### src/rtl/tla_pulse_gen_200_if.sv
//------------------------------------------------------------------------------
// tla_pulse_gen_200_if
// Control/status bundle between the 125->200 MHz crossing stage and the
// 200 MHz pulse/window generator.
//
//   Ga_cap_mode   : 0 = continuous train, 1 = single-shot burst
//   Ga_cap_wdis   : start delay in clocks before the first pulse
//   Ga_cap_plus   : burst pulse count (single-shot only)
//   Ga_com_wdis   : pulse high width minus 1
//   Ga_com_plus   : pulse period in clocks
//   Ga_com_open   : start request, 1-cycle pulse
//   Ga_com_close  : stop request, 1-cycle pulse
//   Ga_pulse      : strobe output
//   Ga_edge       : 1-cycle flag on each strobe rising edge
//   Ga_pulse_idx  : completed periods since the last accepted open
//   Ga_wdis       : status {config error, done, busy}
//
// master = control side (crossing stage / bench), slave = generator.
//------------------------------------------------------------------------------
`timescale 1ns/1ps

interface tla_pulse_gen_200_if #(
  parameter int TOP0_0 = 3,
  parameter int LDD0_0 = 32
);
  logic              Ga_cap_mode;
  logic [TOP0_0-1:0] Ga_cap_wdis;
  logic [LDD0_0-1:0] Ga_cap_plus;
  logic [TOP0_0-1:0] Ga_com_wdis;
  logic [LDD0_0-1:0] Ga_com_plus;
  logic              Ga_com_open;
  logic              Ga_com_close;
  logic              Ga_pulse;
  logic              Ga_edge;
  logic [LDD0_0-1:0] Ga_pulse_idx;
  logic [TOP0_0-1:0] Ga_wdis;

  modport master (
    output Ga_cap_mode, Ga_cap_wdis, Ga_cap_plus,
    output Ga_com_wdis, Ga_com_plus, Ga_com_open, Ga_com_close,
    input  Ga_pulse, Ga_edge, Ga_pulse_idx, Ga_wdis
  );

  modport slave (
    input  Ga_cap_mode, Ga_cap_wdis, Ga_cap_plus,
    input  Ga_com_wdis, Ga_com_plus, Ga_com_open, Ga_com_close,
    output Ga_pulse, Ga_edge, Ga_pulse_idx, Ga_wdis
  );
endinterface

### src/rtl/tla_pulse_gen_200.sv
//------------------------------------------------------------------------------
// tla_pulse_gen_200
// 200 MHz pulse/window generator. After an accepted open it waits a start
// delay, then emits a strobe train of period P with W high clocks, either
// continuously or as a burst of N pulses. Status is returned on Ga_wdis.
//
// Ports:
//   Ga_clk200 : 200 MHz clock (only clock)
//   Ga_rst    : synchronous active-high reset
//   bus       : control/status bundle (slave side), see tla_pulse_gen_200_if
//
// Timing: open/close are captured in an input register first, so an open
// sampled at edge k acts on the FSM at edge k+1; all outputs are registered
// from the FSM's next-state decision at that same edge.
//------------------------------------------------------------------------------
`timescale 1ns/1ps

module tla_pulse_gen_200 #(
  parameter int TOP0_0 = 3,
  parameter int LDD0_0 = 32
) (
  input  logic Ga_clk200,
  input  logic Ga_rst,
  tla_pulse_gen_200_if.slave bus
);

  typedef enum logic [1:0] {
    ST_IDLE  = 2'd0,
    ST_DELAY = 2'd1,
    ST_HIGH  = 2'd2,
    ST_LOW   = 2'd3
  } state_e;

  localparam logic [LDD0_0-1:0] ONE = {{(LDD0_0-1){1'b0}}, 1'b1};

  // Config is unusable if the period is zero, leaves no low time, or a
  // burst asks for zero pulses.
  function automatic logic cfg_invalid(
    input logic [LDD0_0-1:0] per,
    input logic [LDD0_0-1:0] wid,
    input logic              mode,
    input logic [LDD0_0-1:0] num
  );
    logic bad;
    bad = 1'b0;
    if (per == '0) begin
      bad = 1'b1;
    end else if (per <= wid) begin
      bad = 1'b1;
    end else if (mode && (num == '0)) begin
      bad = 1'b1;
    end else begin
      bad = 1'b0;
    end
    return bad;
  endfunction

  // FSM / output registers
  state_e            state_q;
  logic              open_q;
  logic              close_q;
  logic              mode_q;
  logic [TOP0_0-1:0] dly_q;
  logic [LDD0_0-1:0] nb_q;
  logic [LDD0_0-1:0] per_q;
  logic [LDD0_0-1:0] wid_q;
  logic [LDD0_0-1:0] cnt_q;
  logic [LDD0_0-1:0] idx_q;
  logic              pulse_q;
  logic              edge_q;
  logic              busy_q;
  logic              done_q;
  logic              err_q;

  // Combinational helpers
  logic [LDD0_0-1:0] wid_in_s;
  logic              cfg_bad_s;
  logic [LDD0_0-1:0] low_len_s;
  logic [LDD0_0-1:0] cnt_inc_s;
  logic              dly_last_s;
  logic              high_last_s;
  logic              low_last_s;
  logic [LDD0_0-1:0] idx_d;

  // High width is stored as com_wdis+1 so the phase comparisons use W directly.
  assign wid_in_s  = {{(LDD0_0-TOP0_0){1'b0}}, bus.Ga_com_wdis} + ONE;
  assign cfg_bad_s = cfg_invalid(bus.Ga_com_plus, wid_in_s, bus.Ga_cap_mode, bus.Ga_cap_plus);

  // Validity check guarantees per_q > wid_q whenever LOW is reachable,
  // so this subtraction cannot wrap.
  assign low_len_s   = per_q - wid_q;
  assign cnt_inc_s   = cnt_q + ONE;
  assign dly_last_s  = (cnt_inc_s == {{(LDD0_0-TOP0_0){1'b0}}, dly_q});
  assign high_last_s = (cnt_inc_s == wid_q);
  assign low_last_s  = (cnt_inc_s == low_len_s);
  assign idx_d       = idx_q + ONE;

  // Pulse FSM with config latch, period counter, index and status flags.
  always_ff @(posedge Ga_clk200) begin
    if (Ga_rst) begin
      state_q <= ST_IDLE;
      open_q  <= 1'b0;
      close_q <= 1'b0;
      mode_q  <= 1'b0;
      dly_q   <= '0;
      nb_q    <= '0;
      per_q   <= '0;
      wid_q   <= '0;
      cnt_q   <= '0;
      idx_q   <= '0;
      pulse_q <= 1'b0;
      edge_q  <= 1'b0;
      busy_q  <= 1'b0;
      done_q  <= 1'b0;
      err_q   <= 1'b0;
    end else begin
      open_q  <= bus.Ga_com_open;
      close_q <= bus.Ga_com_close;
      edge_q  <= 1'b0;

      case (state_q)
        ST_IDLE: begin
          pulse_q <= 1'b0;
          busy_q  <= 1'b0;
          cnt_q   <= '0;
          // Close wins over a simultaneous open: nothing is latched.
          if (open_q && !close_q) begin
            mode_q <= bus.Ga_cap_mode;
            dly_q  <= bus.Ga_cap_wdis;
            nb_q   <= bus.Ga_cap_plus;
            per_q  <= bus.Ga_com_plus;
            wid_q  <= wid_in_s;
            idx_q  <= '0;
            done_q <= 1'b0;
            err_q  <= cfg_bad_s;
            if (cfg_bad_s) begin
              state_q <= ST_IDLE;
            end else if (bus.Ga_cap_wdis == '0) begin
              state_q <= ST_HIGH;
              pulse_q <= 1'b1;
              edge_q  <= 1'b1;
              busy_q  <= 1'b1;
            end else begin
              state_q <= ST_DELAY;
              busy_q  <= 1'b1;
            end
          end else begin
            state_q <= ST_IDLE;
          end
        end

        ST_DELAY: begin
          if (close_q) begin
            state_q <= ST_IDLE;
            pulse_q <= 1'b0;
            busy_q  <= 1'b0;
            cnt_q   <= '0;
          end else if (dly_last_s) begin
            state_q <= ST_HIGH;
            pulse_q <= 1'b1;
            edge_q  <= 1'b1;
            cnt_q   <= '0;
          end else begin
            cnt_q <= cnt_inc_s;
          end
        end

        ST_HIGH: begin
          if (close_q) begin
            state_q <= ST_IDLE;
            pulse_q <= 1'b0;
            busy_q  <= 1'b0;
            cnt_q   <= '0;
          end else if (high_last_s) begin
            state_q <= ST_LOW;
            pulse_q <= 1'b0;
            cnt_q   <= '0;
          end else begin
            cnt_q <= cnt_inc_s;
          end
        end

        ST_LOW: begin
          if (close_q) begin
            // Stop without completing the period: index is held as-is.
            state_q <= ST_IDLE;
            pulse_q <= 1'b0;
            busy_q  <= 1'b0;
            cnt_q   <= '0;
          end else if (low_last_s) begin
            idx_q <= idx_d;
            cnt_q <= '0;
            if (mode_q && (idx_d == nb_q)) begin
              state_q <= ST_IDLE;
              busy_q  <= 1'b0;
              done_q  <= 1'b1;
            end else begin
              state_q <= ST_HIGH;
              pulse_q <= 1'b1;
              edge_q  <= 1'b1;
            end
          end else begin
            cnt_q <= cnt_inc_s;
          end
        end

        default: begin
          state_q <= ST_IDLE;
          pulse_q <= 1'b0;
          busy_q  <= 1'b0;
          cnt_q   <= '0;
        end
      endcase
    end
  end

  assign bus.Ga_pulse     = pulse_q;
  assign bus.Ga_edge      = edge_q;
  assign bus.Ga_pulse_idx = idx_q;
  assign bus.Ga_wdis      = {err_q, done_q, busy_q};

endmodule

### src/flat_wrapper.sv
// flat-port wrapper written by rule: the top's interface ports become plain ports
module tla_pulse_gen_200_flat 
#(
  parameter int TOP0_0 = 3,
  parameter int LDD0_0 = 32
)
  (Ga_clk200, Ga_rst, bus_Ga_cap_mode, bus_Ga_cap_wdis, bus_Ga_cap_plus, bus_Ga_com_wdis, bus_Ga_com_plus, bus_Ga_com_open, bus_Ga_com_close, bus_Ga_pulse, bus_Ga_edge, bus_Ga_pulse_idx, bus_Ga_wdis);
  tla_pulse_gen_200_if #(.TOP0_0(TOP0_0), .LDD0_0(LDD0_0)) bus_i ();
  input  logic Ga_clk200;
  input  logic Ga_rst;
  input wire logic [$bits(bus_i.Ga_cap_mode)-1:0] bus_Ga_cap_mode;
  input wire logic [$bits(bus_i.Ga_cap_wdis)-1:0] bus_Ga_cap_wdis;
  input wire logic [$bits(bus_i.Ga_cap_plus)-1:0] bus_Ga_cap_plus;
  input wire logic [$bits(bus_i.Ga_com_wdis)-1:0] bus_Ga_com_wdis;
  input wire logic [$bits(bus_i.Ga_com_plus)-1:0] bus_Ga_com_plus;
  input wire logic [$bits(bus_i.Ga_com_open)-1:0] bus_Ga_com_open;
  input wire logic [$bits(bus_i.Ga_com_close)-1:0] bus_Ga_com_close;
  output wire logic [$bits(bus_i.Ga_pulse)-1:0] bus_Ga_pulse;
  output wire logic [$bits(bus_i.Ga_edge)-1:0] bus_Ga_edge;
  output wire logic [$bits(bus_i.Ga_pulse_idx)-1:0] bus_Ga_pulse_idx;
  output wire logic [$bits(bus_i.Ga_wdis)-1:0] bus_Ga_wdis;
  assign bus_i.Ga_cap_mode = bus_Ga_cap_mode;
  assign bus_i.Ga_cap_wdis = bus_Ga_cap_wdis;
  assign bus_i.Ga_cap_plus = bus_Ga_cap_plus;
  assign bus_i.Ga_com_wdis = bus_Ga_com_wdis;
  assign bus_i.Ga_com_plus = bus_Ga_com_plus;
  assign bus_i.Ga_com_open = bus_Ga_com_open;
  assign bus_i.Ga_com_close = bus_Ga_com_close;
  assign bus_Ga_pulse = bus_i.Ga_pulse;
  assign bus_Ga_edge = bus_i.Ga_edge;
  assign bus_Ga_pulse_idx = bus_i.Ga_pulse_idx;
  assign bus_Ga_wdis = bus_i.Ga_wdis;
  tla_pulse_gen_200 #(.TOP0_0(TOP0_0), .LDD0_0(LDD0_0)) u_core (.Ga_clk200(Ga_clk200), .Ga_rst(Ga_rst), .bus(bus_i));
endmodule
### config.mk
export PLATFORM = sky130hd
export DESIGN_NAME = tla_pulse_gen_200_flat
export DESIGN_NICKNAME = d
export VERILOG_FILES = /design/src/rtl/tla_pulse_gen_200_if.sv /design/src/rtl/tla_pulse_gen_200.sv /design/src/flat_wrapper.sv
export SDC_FILE = /design/constraint.sdc
export NUM_CORES = 1
export LEC_CHECK = 0
export CAP_MARGIN = 5
export CORE_ASPECT_RATIO = 0.75
export CORE_MARGIN = 2
export CORE_UTILIZATION = 45
export DETAILED_ROUTE_END_ITERATION = 12
export MAX_ROUTING_LAYER = met4
export PLACE_DENSITY = 0.67
export SYNTH_ARGS = -nofsm -noshare
export SYNTH_HDL_FRONTEND = slang
export SYNTH_SLANG_ARGS = --single-unit
### constraint.sdc
create_clock -name Ga_clk200 -period 7.2 [get_ports Ga_clk200]
set_input_delay 1.44 -clock Ga_clk200 [delete_from_list [all_inputs] [get_ports Ga_clk200]]
set_output_delay 1.44 -clock Ga_clk200 [all_outputs]
set_load 0.01 [all_outputs]
# [Yosys cells after proc, flatten, opt, wreduce, memory -nomap -nowiden]
# Cells that the tools add are included.
[word_totals] reg_bits=173 input_bits=75 out_inout_bits=37 wordCells=107
[op_classes] order_cmp=1 n_mux=54 addsub=4 reduce_logical=16 eq_ne=17
[ops] cell="32-bit two-way mux" n=9
[ops] cell="32-bit one-hot mux with 4 select lines" n=1
[ops] cell="32-bit equality test" n=3
[ops] cell="32-bit by 1-bit adder with 32-bit output, second input constant" n=2
[ops] cell="32-bit logical NOT" n=2
[ops] cell="32-bit one-hot mux with 2 select lines" n=1
[ops] cell="32-bit by 3-bit equality test with 1-bit output" n=1
[ops] cell="32-bit <= comparator" n=1
[ops] cell="32-bit subtractor" n=1
[ops] cell="1-bit two-way mux" n=28
[ops] cell="2-bit two-way mux" n=10
[ops] cell="3-bit by 1-bit != test with 1-bit output, second input constant" n=4
[ops] cell="2-bit by 1-bit != test with 1-bit output, second input constant" n=4
[ops] cell="2-bit one-hot mux with 4 select lines" n=1
[ops] cell="4-bit AND reduction" n=2
[ops] cell="1-bit one-hot mux with 3 select lines" n=2
[ops] cell="3-bit AND reduction" n=2
[ops] cell="5-bit AND reduction" n=1
[ops] cell="3-bit by 1-bit adder with 4-bit output, second input constant" n=1
[ops] cell="2-bit equality test, second input constant" n=2
[ops] cell="1-bit one-hot mux with 4 select lines" n=1
[ops] cell="1-bit logical AND" n=3
[ops] cell="3-bit logical NOT" n=1
[ops] cell="3-bit by 2-bit != test with 1-bit output, second input constant" n=1
[ops] cell="8 further kinds" n=8

# [Longest topological paths before layout]
# Gate-level depths: netlist of run 1.
[depth] depth_word=8 ltp_mapped=16 ltp_nobuf=13

# [Worst setup path after synthesis of run 1]
# No wires, ideal clock.
[synth_timing] kind="flip-flop to flip-flop" startpoint="register u_core.per_q[23]" endpoint="register u_core.idx_q[7] (netlist: u_core.bus.Ga_pulse_idx[7])" stages_incl_launch_ff=13 path_slack_ps=3437 period_less_slack_ps=3763 t_required_ps=7142 setup_time_ps=58 arrival_ps=3705 n_path_buf=2 path_cell_list="dfxtp_1 -> or4_4 -> or4_1 -> nor4_2 -> xor2_1 -> xnor2_1 -> or4_1 -> or4_4 -> or4_1 -> buf_2 -> buf_6 -> a21oi_1 -> a21o_1"
[synth_between] elab_chain_len=4
[synth_lines] item="start: declaration" line="tla_pulse_gen_200.sv:65" source="logic [LDD0_0-1:0] per_q;"
[synth_lines] item="start signal: assignment" line="tla_pulse_gen_200.sv:131" source="per_q <= bus.Ga_com_plus;"
[synth_lines] item="32-bit subtractor" line="tla_pulse_gen_200.sv:91" source="assign low_len_s = per_q - wid_q;"
[synth_lines] item="32-bit equality test" line="tla_pulse_gen_200.sv:95" source="assign low_last_s = (cnt_inc_s == low_len_s);"
[synth_lines] item="2-bit by 1-bit != test with 1-bit output (no source line)"
[synth_lines] item="4-bit AND reduction (no source line)"
[synth_lines] item="end signal: assignment" line="tla_pulse_gen_200.sv:191" source="idx_q <= idx_d;"
[synth_lines] item="end: declaration" line="tla_pulse_gen_200.sv:68" source="logic [LDD0_0-1:0] idx_q;"
# No other way between the ends.
# A chain may end at the register's enable or synchronous reset.

# [Worst setup path after layout of run 1]
[layout_timing] startpoint="register u_core.cnt_q[6]" endpoint="register u_core.idx_q[15] (netlist: u_core.bus.Ga_pulse_idx[15])"
[layout_between] elab_chain_len=4
[layout_lines] item="start: declaration" line="tla_pulse_gen_200.sv:67" source="logic [LDD0_0-1:0] cnt_q;"
[layout_lines] item="start signal: assignment" line="tla_pulse_gen_200.sv:164" source="cnt_q <= cnt_inc_s;"
[layout_lines] item="start signal: assignment" line="tla_pulse_gen_200.sv:179" source="cnt_q <= cnt_inc_s;"
[layout_lines] item="start signal: assignment" line="tla_pulse_gen_200.sv:203" source="cnt_q <= cnt_inc_s;"
[layout_lines] item="32-bit by 1-bit adder with 32-bit output" line="tla_pulse_gen_200.sv:92" source="assign cnt_inc_s = cnt_q + ONE;"
[layout_lines] item="32-bit equality test" line="tla_pulse_gen_200.sv:95"
[layout_lines] item="2-bit by 1-bit != test with 1-bit output (no source line)"
[layout_lines] item="4-bit AND reduction (no source line)"
# No other way between the ends.

==> results_dict.tcl, run 1 <==
set metrics [dict create \
    drc_errors 3 \
    hold-path-cell-count 2 \
    routed_wirelength_um 26100 \
    r2r_slack_ps 2660 \
    area_growth_pct 20.5 \
    dpl.hpwl_um 19300 \
    synth_cells 1167 \
    globalplace.congestion 0.886 \
    regArea_um2 2900 \
    critPathKind "register to register" \
    ant_nets 0 \
    synth_seq_cells 145 \
    ff2ff_path_depth 11 \
    fin_skew_ps 17.7 \
    finish.net_count 1330 \
    syn_nets 1260 \
    p_seq_frac 0.395 \
    via_per_inst 5.85 \
    worst_slew_margin_rel 0.243 \
    initialDrtViolationCount 1035 \
    num_rows 44 \
    multiInputGateArea_um2 5720 \
    clk_pin_slew_worst_paths_ps 60 \
    reg2reg_from "u_core.cnt_q[6]" \
    first_pass_iters 9 \
    setup_viol 0 \
    combPwrFrac 0.147 \
    avgSynthCellArea_um2 7.70 \
    min_to "u_core.per_q[0]" \
    post-route-min-period_ps 4540 \
    coreArea_um2 19500 \
    report.final.slew_viol_count 0 \
    rsz0062_at_grt "no" \
    fin_setup_tns_ps 0 \
    cts_made_buffers 17 \
    yosysTopAreaCellShare 0.323 \
    detailroute.via_count 8792 \
    wl_met1_um 13700 \
    synthTopCellsByCount "nand2_1, dfxtp_1, a21oi_1, xnor2_1, nor2_1" \
    p_sw_mw 0.572 \
    synth-seq-area-share 0.323 \
    io_buffers 111 \
    chipWidth_um 167 \
    wl_met2_um 9960 \
    grt_pass1_wl_um 41800 \
    finalCritPeriodShare 0.631 \
    worstSkewPairLatency_ps 440 \
    io_pins 112 \
    hold_viol_final 0 \
    yosysMostFrequentCell "nand2_1" \
    wire_per_inst_um 17.4 \
    die_area_um2 21100 \
    initial_core_util 0.461 \
    route.met3.wl_um 2190 \
    syn_area_um2 8990 \
    grt_start_max_net_pins 85 \
    worstPathArrival_ps 4930 \
    grt_usage 0.256 \
    clock-root-buffer "clkbuf_16" \
    synth_flop_cell "dfxtp_1" \
    grt-ovfl-total 0 \
    synth_cell_types 66 \
    cts_hold_buf 0 \
    power_density_nw_per_um2 197 \
    p_int_mw 1.57 \
    drive_above_1_share 0.0552 \
    cp-end-kind "register" \
    yosys.area.top_type "dfxtp_1" \
    peakVddDrop_v 0.000115 \
    clkSinkCount 145 \
    fin_area_um2 10800 \
    cts_resized 0 \
    yosysWarnings 0 \
    synth_area_leaders "dfxtp_1, xnor2_1, nand2_1" \
    reg2reg_to "u_core.bus.Ga_pulse_idx[15]" \
    synth_edf_count 0 \
    clk_path_buf_depth 2 \
    grt_antenna_before_repair 0 \
    switching_share 0.267 \
    required_ps 7580 \
    violations "DRC" \
    p_leak_nw 3.84 \
    dpl_cell_area_um2 10200 \
    htree_num_levels 4 \
    fmax_mhz 220 \
    min_path_type "register to register" \
    hp-start "u_core.per_q[0]" \
    path_max_fanout 34 \
    grt_pass1_vias 7763 \
    synth-async-reset-ratio 0 \
    max_cap_viol_count 0 \
    highest_layer "met4" \
    setup.worst_path.start_class "register" \
    post_cts_buffers 0 \
    worst_pin_slew_ps 1110 \
    fill_cells 1863 \
    diodes 0 \
    power_frac_clock 0.458 \
    die_h_um 126 \
    status "finished, violations left" \
    cts_tree "built" \
]
[layer usage]
metal	track usage	up-vias
li1	-	4310
met4	0.0609	0
met3	0.0493	24
met1	0.403	4118
met2	0.325	340
met5	-	-
[state kept, by name, indices dropped and copies added, names as in the netlist]
name	flops
u_core.state_q	2
u_core.open_q	1
u_core.dly_q	3
u_core.wid_q	4
u_core.err_q	1
u_core.done_q	1
u_core.nb_q	32
u_core.per_q	32
u_core.bus.Ga_pulse	1
u_core.cnt_q	32
u_core.mode_q	1
u_core.bus.Ga_edge	1
u_core.busy_q	1
u_core.bus.Ga_pulse_idx	32
u_core.close_q	1
[worst max-delay path, stage by stage (launching register included)]
cell     delay [ps]
dfxtp_1         500
nand4_1         340
nor4_1          750
nand3_1         170
xor2_1          460
xnor2_1         130
or4_1           560
or4_4           460
or4_1           480
buf_4           280
nor3_1          220
a211o_1         110
[kinds of logic (layout without fill, tap and decap cells)]
| group | count (synthesis) | after routing | synth area share |
|---|---|---|---|
| AO/OA/AOI/OAI | 223 | 223 | 0.153 |
| XOR/XNOR | 133 | 133 | 0.136 |
| adder cells (fa/ha/maj) | 18 | 18 | 0.0259 |
| buffers and inverters | 91 | 174 | 0.0420 |
| flip-flops | 145 | 145 | 0.323 |
| multiplexers | 8 | 8 | 0.00905 |
| AND/OR/NAND/NOR | 549 | 549 | 0.311 |
[how the worst max path moves through the flow]
stage	start	end	slack (ps)
floorplan	u_core.per_q[23]	u_core.bus.Ga_pulse_idx[7]	3440
global placement	bus_Ga_com_wdis[0]	u_core.bus.Ga_edge	2780
detailed placement	bus_Ga_com_wdis[0]	u_core.bus.Ga_edge	2680
CTS	u_core.cnt_q[6]	u_core.bus.Ga_pulse_idx[15]	2740
global route	u_core.cnt_q[6]	u_core.cnt_q[3]	2360
finish	u_core.cnt_q[6]	u_core.bus.Ga_pulse_idx[15]	2660
[cell type report]
type                            instances  share of cell area
Clock buffer                           19              0.0409
Clock inverter                         13              0.0182
Inverter                               23             0.00797
Multi-Input combinational cell        931               0.528
Sequential cell                       145               0.268
Tap cell                              253              0.0292
Timing Repair Buffer                  119               0.108
[cell usage in the layout (no fill, tap or decap), drive strengths merged, types with 5 or more instances in the layout]
cell type / count
buf: 9
nor3b: 6
o31ai: 6
or4: 23
mux2i: 7
dfxtp: 145
o21ai: 19
a211oi: 9
and2: 5
clkbuf: 19
a21o: 28
clkdlybuf4s50: 110
nor4b: 5
or3: 21
a31oi: 5
nand2b: 12
a21oi: 115
and3: 19
nor2: 73
inv: 29
ha: 17
nand2: 193
nand4: 35
nor4: 43
nor3: 34
nand3: 41
xnor2: 93
and4: 13
or2: 15
xor2: 36
[through the flow]
stage / hold slack (ps) / total power, mW / instances / setup WS (ps) / util
after floorplan: 435 / 1.06 / 1167 / 3440 / -
after global placement: 448 / 1.17 / 1471 / 2780 / 0.523
after detailed placement: 456 / 1.17 / 1471 / 2680 / 0.523
after CTS: 464 / 2.15 / 1503 / 2740 / 0.556
after global routing: 489 / 2.21 / 1503 / 2360 / 0.556
final: 461 / 2.14 / 1503 / 2660 / 0.556
[power by group through the flow]
| stage | sequential [mW] | combinational [mW] | clock, mW |
|---|---|---|---|
| 5_1_grt | 0.847 | 0.345 | 1.02 |
| 6_report | 0.844 | 0.314 | 0.979 |
| 3_5_place_dp | 0.862 | 0.310 | 0 |
| 2_1_floorplan | 0.854 | 0.211 | 0 |
| 4_1_cts | 0.844 | 0.312 | 0.991 |
| 3_3_place_gp | 0.861 | 0.306 | 0 |
No activity file was read; power rests on OpenSTA's default activity.
==> inputs of run 2 (changes only) <==
--- a/config.mk
+++ b/config.mk
@@ -11,7 +11,7 @@
 export CORE_UTILIZATION = 45
 export DETAILED_ROUTE_END_ITERATION = 12
 export MAX_ROUTING_LAYER = met4
-export PLACE_DENSITY = 0.67
+export PLACE_DENSITY = 0.69
 export SYNTH_ARGS = -nofsm -noshare
 export SYNTH_HDL_FRONTEND = slang
 export SYNTH_SLANG_ARGS = --single-unit
==> constraint.sdc (replaced) <==
create_clock -name Ga_clk200 -period 3.8 [get_ports Ga_clk200]
set_input_delay 0.76 -clock Ga_clk200 [delete_from_list [all_inputs] [get_ports Ga_clk200]]
set_output_delay 0.76 -clock Ga_clk200 [all_outputs]
set_load 0.01 [all_outputs]
==> results_dict.tcl, run 2 (synthesis gave the netlist of run 1 again) <==
set metrics [dict create \
    critPathKind "register to register" \
    die_area_um2 21100 \
    coreArea_um2 19500 \
    worst_slew_margin_rel 0.403 \
    pre_cts_slack_ps -181 \
    wire_per_inst_um 17.9 \
    power_density_nw_per_um2 341 \
    regArea_um2 2910 \
    globalplace.congestion 0.961 \
    area_growth_pct 35.4 \
    drc_errors 4 \
    diodes 0 \
    post-route-min-period_ps 3800 \
    slowest_delay_ps 550 \
    setup.worst_path.start_class "register" \
    worstPathArrival_ps 4180 \
    io_buffers 111 \
    num_rows 44 \
    fill_cells 1716 \
    chipWidth_um 167 \
    reg2reg_from "u_core.per_q[23]" \
    min_to "u_core.per_q[0]" \
    setup_slack_ps -0.391 \
    finish.net_count 1441 \
    setup_viol 1 \
    dpl_cell_area_um2 11000 \
    fin_area_um2 12200 \
    layout_common_cells "nand2_1, dfxtp_1, clkdlybuf4s50_1, buf_4, xnor2_1" \
    fin_skew_ps 29.6 \
    initialDrtViolationCount 1158 \
    via_per_inst 5.80 \
    finalCritPeriodShare 1.00 \
    dpl.hpwl_um 20700 \
    grt_antenna_before_repair 0 \
    cts_hold_buf 0 \
    min_path_type "register to register" \
    crit_top_cell "or4_4" \
    grt_pass1_vias 8385 \
    initial_core_util 0.461 \
    ff2ff_path_depth 11 \
    die_h_um 126 \
    required_ps 4180 \
    ant_nets 0 \
    cts_made_buffers 17 \
    clk_path_buf_depth 2 \
    grt_start_max_net_pins 75 \
    whs_ps 455 \
    r2r_slack_ps -0.4 \
    hold_viol_final 0 \
    clock-root-buffer "clkbuf_16" \
    multiInputGateArea_um2 6110 \
    peakVddDrop_v 0.000264 \
    worst-path-buf-inv 1 \
    first_pass_iters 10 \
    rsz0062_at_grt "yes" \
    clkSinkCount 145 \
    drive_above_1_share 0.180 \
    routed_wirelength_um 28900 \
    worstSkewPairLatency_ps 440 \
    status "finished, violations left" \
    io_pins 112 \
    reg2reg_to "u_core.bus.Ga_pulse_idx[15]" \
    slowest_stage "or4_4" \
    path_max_fanout 5 \
    detailroute.via_count 9357 \
    cp-end-kind "register" \
    clk_pin_slew_worst_paths_ps 60 \
    crit_family "simple AND/OR/NAND/NOR gates" \
    worst_pin_slew_ps 895 \
    hold-path-cell-count 2 \
    cts_tree "built" \
    hp-start "u_core.per_q[0]" \
    crit_chain "or4_4 -> or4_4 -> nor4_4 -> xor2_1 -> xnor2_1 -> or4_4 -> or4_4 -> or4_4 -> buf_12 -> nor3_2 -> a211o_1" \
    htree_num_levels 4 \
    p_leak_nw 4.47 \
    report.final.slew_viol_count 0 \
    grt_usage 0.269 \
    violations "DRC, setup timing" \
    grt-ovfl-total 0 \
    layout_commonest_cell "nand2_1" \
    max_cap_viol_count 0 \
    grt_pass1_wl_um 44400 \
    fmax_mhz 263 \
]
-- run 2: changes by cell type in the layout (fill, tap and decap cells not counted), moves of 4 or more --
cell        previous run  this run
nor4_1                41        32
a21oi_2                0        22
or4_1                 21        16
nor4_2                 2         8
clkinvlp_4             0         4
nor3_1                34        29
a21oi_4                0         4
or4_4                  2         7
buf_4                  8       110
a21oi_1              115        89
-- run 2: metrics by stage --
step	util	TNS (ps)	instances	total power [mW]
2_1_floorplan	-	0	1167	2.02
3_3_place_gp	0.565	-398	1576	2.27
3_5_place_dp	0.565	-3110	1576	2.29
4_1_cts	0.602	0	1608	4.13
5_1_grt	0.624	-2100	1613	4.29
6_report	0.624	-0.391	1613	4.15
-- run 2: worst max-delay path by stage --
stage	depth (start not counted)	end	slack, ps	start
4_1_cts	10	u_core.bus.Ga_edge	1	u_core.per_q[23]
2_1_floorplan	12	u_core.bus.Ga_pulse_idx[7]	40	u_core.per_q[23]
6_report	11	u_core.bus.Ga_pulse_idx[15]	-0.4	u_core.per_q[23]
5_1_grt	11	u_core.bus.Ga_pulse_idx[15]	-140	u_core.per_q[23]
3_3_place_gp	10	u_core.bus.Ga_edge	-160	u_core.per_q[23]
3_5_place_dp	10	u_core.bus.Ga_edge	-180	u_core.per_q[23]
-- run 2: power breakdown --
group | internal [mW] | total [mW] | switching, mW
Sequential | 1.56 | 1.59 | 0.0331
Clock | 1.13 | 1.83 | 0.699
Combinational | 0.358 | 0.725 | 0.367
Total | 3.05 | 4.15 | 1.10
-- run 2: layout make-up --
| class | instances | share of cell area |
|---|---|---|
| clock buffer | 19 | 0.0372 |
| clock inverter | 12 | 0.0149 |
| inverter | 23 | 0.00709 |
| multi-input combinational | 931 | 0.502 |
| sequential | 145 | 0.239 |
| tap | 253 | 0.0260 |
| timing repair buffer | 230 | 0.174 |
-- run 2: repair_timing --
action,CTS,global route
gates resized for setup,11,74
setup buffers,0,2
endpoints found under the setup margin,33,45
gates cloned,1,3
pin swaps,5,11
-- run 2: per-layer routing --
layer / vias up / GRT usage / routed length, µm
met2: 405 / 0.357 / 11700
met1: 4406 / 0.414 / 14300
met3: 21 / 0.0534 / 2680
met5: - / - / 0
met4: 0 / 0.0527 / 248
li1: 4525 / - / -
-- run 2: worst min-delay path, delay by kind of cell (launching register included) --
| family | cells | cell delay (ps) |
|---|---|---|
| AOI/OAI and AO/OA | 1 | 50 |
| DFF | 1 | 310 |
| and+or+nand+nor | 1 | 50 |
